File: src/rtl/mandelbrot_pixel_writer_pkg.sv
// mandelbrot_pixel_writer_pkg: shared writer FSM state encoding and pixel width
package mandelbrot_pixel_writer_pkg;
  typedef enum logic [1:0] {IDLE = 2'd0, PTR_RST = 2'd1, STREAM = 2'd2, DONE = 2'd3} state_t;
  localparam int PIXEL_W = 4;
endpackage

File: src/rtl/mandelbrot_pixel_writer_pixel_fifo.sv
// pixel_fifo: synchronous FIFO with wrap-bit pointers; push/din in, pop/dout out (head while non-empty), full/empty flags
module pixel_fifo #(
  parameter int DEPTH = 4,
  parameter int WIDTH = 4
) (
  input  logic             clk,
  input  logic             rst_n,
  input  logic             push,
  input  logic [WIDTH-1:0] din,
  input  logic             pop,
  output logic [WIDTH-1:0] dout,
  output logic             full,
  output logic             empty
);
  localparam int AW = $clog2(DEPTH);
  logic [WIDTH-1:0] mem_q [DEPTH];
  logic [AW:0] wr_q, rd_q;
  logic do_pop, do_push;
  assign empty = wr_q == rd_q;
  assign full = (wr_q[AW] != rd_q[AW]) && (wr_q[AW-1:0] == rd_q[AW-1:0]);
  assign do_pop = pop && !empty;
  assign do_push = push && (!full || do_pop);
  assign dout = empty ? '0 : mem_q[rd_q[AW-1:0]];
  always_ff @(posedge clk or negedge rst_n) begin
    if (!rst_n) begin
      wr_q <= '0;
      rd_q <= '0;
    end else begin
      wr_q <= wr_q + (AW+1)'(do_push);
      rd_q <= rd_q + (AW+1)'(do_pop);
    end
  end
  always_ff @(posedge clk) begin
    if (do_push) mem_q[wr_q[AW-1:0]] <= din;
  end
endmodule

File: src/rtl/mandelbrot_pixel_writer.sv
// mandelbrot_pixel_writer: buffers engine pixels (pixel_in/valid/ready) and writes one frame to the framebuffer (write_mode, reset_write_ptr, write_data/_in, wrote_data ack); start in, busy/frame_done out
module mandelbrot_pixel_writer
  import mandelbrot_pixel_writer_pkg::*;
#(
  parameter int FRAME_WIDTH  = 640,
  parameter int FRAME_HEIGHT = 480,
  parameter int FIFO_DEPTH   = 4,
  parameter int PIXEL_CTR_W  = $clog2(FRAME_WIDTH*FRAME_HEIGHT+1)
) (
  input  logic               clk,
  input  logic               rst_n,
  input  logic               start,
  input  logic [PIXEL_W-1:0] pixel_in,
  input  logic               pixel_valid,
  output logic               pixel_ready,
  output logic               write_mode,
  output logic               reset_write_ptr,
  output logic [PIXEL_W-1:0] write_data_in,
  output logic               write_data,
  input  logic               wrote_data,
  output logic               busy,
  output logic               frame_done
);
  localparam logic [PIXEL_CTR_W-1:0] N = PIXEL_CTR_W'(FRAME_WIDTH*FRAME_HEIGHT);
  localparam logic [PIXEL_CTR_W-1:0] ONE = PIXEL_CTR_W'(1);
  state_t state_q;
  logic [PIXEL_CTR_W-1:0] acc_q, wr_cnt_q;
  logic write_data_q, ack_q;
  logic [PIXEL_W-1:0] data_q, head;
  logic push, pop, ack, full, empty;
  assign pixel_ready = (state_q == STREAM) && !full && (acc_q < N);
  assign push = pixel_valid && pixel_ready;
  assign ack = write_data_q && wrote_data;
  // ack_q blocks a pop in the cycle right after an ack, giving the 3-cycle request cadence
  assign pop = (state_q == STREAM) && !write_data_q && !empty && !ack_q;
  assign write_mode = (state_q == PTR_RST) || (state_q == STREAM);
  assign busy = write_mode;
  assign reset_write_ptr = state_q == PTR_RST;
  assign frame_done = state_q == DONE;
  assign write_data = write_data_q;
  assign write_data_in = data_q;
  pixel_fifo #(.DEPTH(FIFO_DEPTH), .WIDTH(PIXEL_W)) u_fifo (
    .clk(clk), .rst_n(rst_n), .push(push), .din(pixel_in),
    .pop(pop), .dout(head), .full(full), .empty(empty)
  );
  always_ff @(posedge clk or negedge rst_n) begin
    if (!rst_n) begin
      state_q <= IDLE;
      acc_q <= '0;
      wr_cnt_q <= '0;
      write_data_q <= 1'b0;
      data_q <= '0;
      ack_q <= 1'b0;
    end else begin
      ack_q <= ack;
      case (state_q)
        IDLE: state_q <= start ? PTR_RST : IDLE;
        PTR_RST: begin
          acc_q <= '0;
          wr_cnt_q <= '0;
          write_data_q <= 1'b0;
          state_q <= STREAM;
        end
        STREAM: begin
          if (push) acc_q <= acc_q + ONE;
          if (pop) begin
            write_data_q <= 1'b1;
            data_q <= head;
          end else if (ack) begin
            write_data_q <= 1'b0;
            wr_cnt_q <= wr_cnt_q + ONE;
            if (wr_cnt_q == N - ONE) state_q <= DONE;
          end
        end
        default: state_q <= IDLE;
      endcase
    end
  end
endmodule
File: config.mk
export PLATFORM = sky130hd
export DESIGN_NAME = mandelbrot_pixel_writer
export DESIGN_NICKNAME = d
export VERILOG_FILES = /design/src/rtl/mandelbrot_pixel_writer_pkg.sv /design/src/rtl/mandelbrot_pixel_writer_pixel_fifo.sv /design/src/rtl/mandelbrot_pixel_writer.sv
export SDC_FILE = /design/constraint.sdc
export NUM_CORES = 1
export LEC_CHECK = 0
export BUFFER_PORTS_ARGS = -buffer_cell sky130_fd_sc_hd__buf_2
export CAP_MARGIN = 20
export CORE_MARGIN = 3
export CORE_UTILIZATION = 55
export CTS_CLUSTER_SIZE = 28
export DETAILED_ROUTE_END_ITERATION = 7
export PLACE_DENSITY = 0.73
export SLEW_MARGIN = 20
export SYNTH_ARGS = -nofsm -noshare
export SYNTH_HDL_FRONTEND = slang
export SYNTH_SLANG_ARGS = --single-unit
File: constraint.sdc
create_clock -name clk -period 2.6 [get_ports clk]
set_clock_uncertainty 0.15 [all_clocks]
set_input_delay 0.13 -clock clk [delete_from_list [all_inputs] [get_ports clk]]
set_output_delay 0.13 -clock clk [all_outputs]
set_load 0.05 [all_outputs]
==> impl_metrics.toml <==
[clock_network]
ctsHoldBuffers = 6
postCtsSetupBuffers = 0
cts_tree = "done"
clkLatencyLatePin_ns = 0.34
cts_buffers = 9
clockBufferDepth = 2
clk_pin_slew_worst_paths_ns = 0.07
cts.sinks = 68
cts_resized = 0
htree_levels = 3
root_buffer = "clkbuf_8"

[power]
irDropWorstVdd_v = 0.000880
power_w = 0.00374
p_int_w = 0.00235
power_leakage_nw = 1.66
combPwrFrac = 0.325
p_per_area_nw_per_um2 = 945
p_seq_frac = 0.424
p_switching_w = 0.00138
clkPwrFrac = 0.251
p_sw_frac = 0.370

[critical_path]
max_stage_delay_ns = 0.43
critPathSlowestCell = "dfrtp_1"
reg2reg_depth = 8
cp.arrival_ns = 2.16
worstReg2RegStart = "state_q[0]"
end_kind = "flip-flop"
worstSetupStartpoint = "state_q[0]"
crit_end = "u_fifo.mem_q[2][2]"
timing.rr.end = "u_fifo.mem_q[2][2]"
path_cells = "inv_1 > ha_1 > nand2_1 > a31oi_2 > nand2_4 > inv_4 > nand2_1 > nor2_1"
timing.critical_path.mode_cell = "nand2_1"
crit_required_ns = 2.46
cp_max_fo = 8
reg2reg_slack_ns = 0.30
crit_type = "flip-flop to flip-flop"
startpoint_type = "flip-flop"

[run]
timing.max_cap.violations = 0

[synth]
ys_warn_count = 0
synth_nets = 327
syn_area_sq_um = 3460
avgSynthCellArea_sq_um = 11.2
ys_seq_area_frac = 0.514
syn_inst = 308
ys_types = 50
ys_ff_latch = 68

[sta]
finalSetupViolations = 0
worstMarginPinSlew_ns = 0.469
fin_crit_sh = 0.885
slew_viol_final = 0
whs_ns = 0.0597
final_hold_viol_count = 0
rsz0062_at_grt = "false"
slew_headroom = 0.685
tns_ns = 0
fmax_mhz = 435
min_period_ns = 2.30

[routing]
post_drt_via_cell_ratio = 5.86
post_drt_wl_per_cell_um = 16.7
dr_total_vias = 2485
antenna_left = 0
drc_errors = 0
first_pass_iters = 4
drtIter0Drc = 138
wirelength_mm = 7.06

[floorplanning]
start_util = 0.575
row_count = 28
die_area_sq_um = 7290
core-area_sq_um = 6030
io_pins = 19
die_y_um = 85.4
die_w_um = 85.4

[status]
status = "finished clean"

[layout]
design_area_sq_um = 3950
num_antenna_cells = 0
drive_gt1_frac = 0.203
final_util = 0.656
finalNetCount = 363
area_delta_synth_final_pct = 14.2

[grt]
track_usage = 0.215
grt_pass1_wl_mm = 12.2
antenna_found_initial = 0
grt_pass1_vias = 2505
grt_max_degree = 31
grt_overflow = 0

[place]
hpwl_mm = 5.00
portBuffers = 18
place_congestion = 0.832
dpl_cell_area_sq_um = 3680

[hold_path]
min_path_type = "input port to flip-flop"
-- cells in the mapped netlist (all sizes together) --
library cell | count | area share
a211o | 1 | 0.0025
a21bo | 1 | 0.0029
a21oi | 7 | 0.010
a221oi | 1 | 0.0025
a22o | 14 | 0.036
a311oi | 1 | 0.0025
a31o | 1 | 0.0025
a31oi | 1 | 0.0036
a41o | 2 | 0.0061
a41oi | 1 | 0.0025
and2 | 2 | 0.0036
and3 | 10 | 0.018
and4 | 2 | 0.0051
buf | 7 | 0.014
clkbuf | 5 | 0.0054
dfrtp | 52 | 0.38
edfxtp | 16 | 0.14
ha | 10 | 0.036
inv | 7 | 0.0083
mux2 | 7 | 0.023
mux2i | 2 | 0.0058
mux4 | 4 | 0.026
nand2 | 30 | 0.035
nand2b | 2 | 0.0036
nand3 | 20 | 0.033
nand4 | 13 | 0.028
nand4b | 2 | 0.0051
nor2 | 24 | 0.026
nor2b | 1 | 0.0018
nor3 | 8 | 0.013
nor4 | 7 | 0.021
o211ai | 4 | 0.0087
o21ai | 15 | 0.025
o311ai | 1 | 0.0025
o31ai | 1 | 0.0022
or3 | 2 | 0.0036
xnor2 | 19 | 0.048
xor2 | 5 | 0.013
-- placed cells by master, fill, tap and decap left out, types with 12 or more instances in the layout --
| cell type | n |
|---|---|
| a22o_1 | 13 |
| buf_2 | 18 |
| buf_4 | 13 |
| dfrtp_1 | 52 |
| edfxtp_1 | 16 |
| nand2_1 | 28 |
| nand3_1 | 19 |
| nand4_1 | 12 |
| nor2_1 | 24 |
| o21ai_0 | 14 |
| xnor2_1 | 19 |
-- sequential cells by signal, summed over array words and instances (netlist names) --
signal,cells
acc_q,19
ack_q,1
state_q,2
u_fifo.mem_q,16
u_fifo.rd_q,3
u_fifo.wr_q,3
wr_cnt_q,19
write_data,1
write_data_in,4
-- worst max-delay path: cells and delay by family, from the launching register on --
| kind | cells | cell delay [ns] |
|---|---|---|
| simple gates | 4 | 0.61 |
| flops | 1 | 0.43 |
| compound gates | 1 | 0.29 |
| fa+ha+maj | 1 | 0.28 |
| buf+inv | 2 | 0.20 |
-- cell type report --
class | instances | area, sq um
Tap cell | 75 | 93.8
Clock inverter | 6 | 88.8
Timing Repair Buffer | 37 | 248
Multi-Input combinational cell | 221 | 1590
Fill cell | 471 | 2070
Sequential cell | 68 | 1780
Inverter | 7 | 28.8
Clock buffer | 10 | 128
-- power groups by stage --
stage               clock, W  sequential [W]  combinational, W
finish              0.000938         0.00158           0.00121
global route         0.00100         0.00162           0.00134
CTS                 0.000956         0.00159           0.00123
detailed placement         0         0.00161           0.00122
global placement           0         0.00160           0.00118
floorplan                  0         0.00167          0.000818
-- stage by stage --
stage          setup slack (ns)  instances
5_1_grt                   0.144        424
2_1_floorplan             0.377        308
6_report                  0.300        424
3_5_place_dp              0.298        402
3_3_place_gp              0.452        402
4_1_cts                   0.281        424
-- worst min-delay path by stage --
stage               slack (ns)  depth (start not counted)          endpoint  start
floorplan                -0.32                          0          acc_q[0]  rst_n
global placement         -0.02                          2  write_data_in[1]  rst_n
detailed placement       -0.02                          2  write_data_in[1]  rst_n
CTS                       0.05                          4        state_q[0]  start
global route              0.07                          4        state_q[0]  start
finish                    0.06                          4        state_q[0]  start
-- routing by layer --
layer	vias to the layer above	part of all wire	global-route usage
met4	0	0.019	0.0950
li1	1214	-	-
met5	-	0	0
met1	1205	0.47	0.300
met3	12	0.038	0.0379
met2	54	0.47	0.331
-- cell families (layout without fill, tap and decap cells) --
kind of cell / Yosys count / count (layout) / synth area share
simple gates: 123 / 123 / 0.197
buf+inv: 19 / 60 / 0.0278
compound gates: 51 / 51 / 0.109
flops: 68 / 68 / 0.514
xor+xnor: 24 / 24 / 0.0607
fa+ha+maj: 10 / 10 / 0.0361
mux: 13 / 13 / 0.0546
Power figures use the tool's default switching activity.
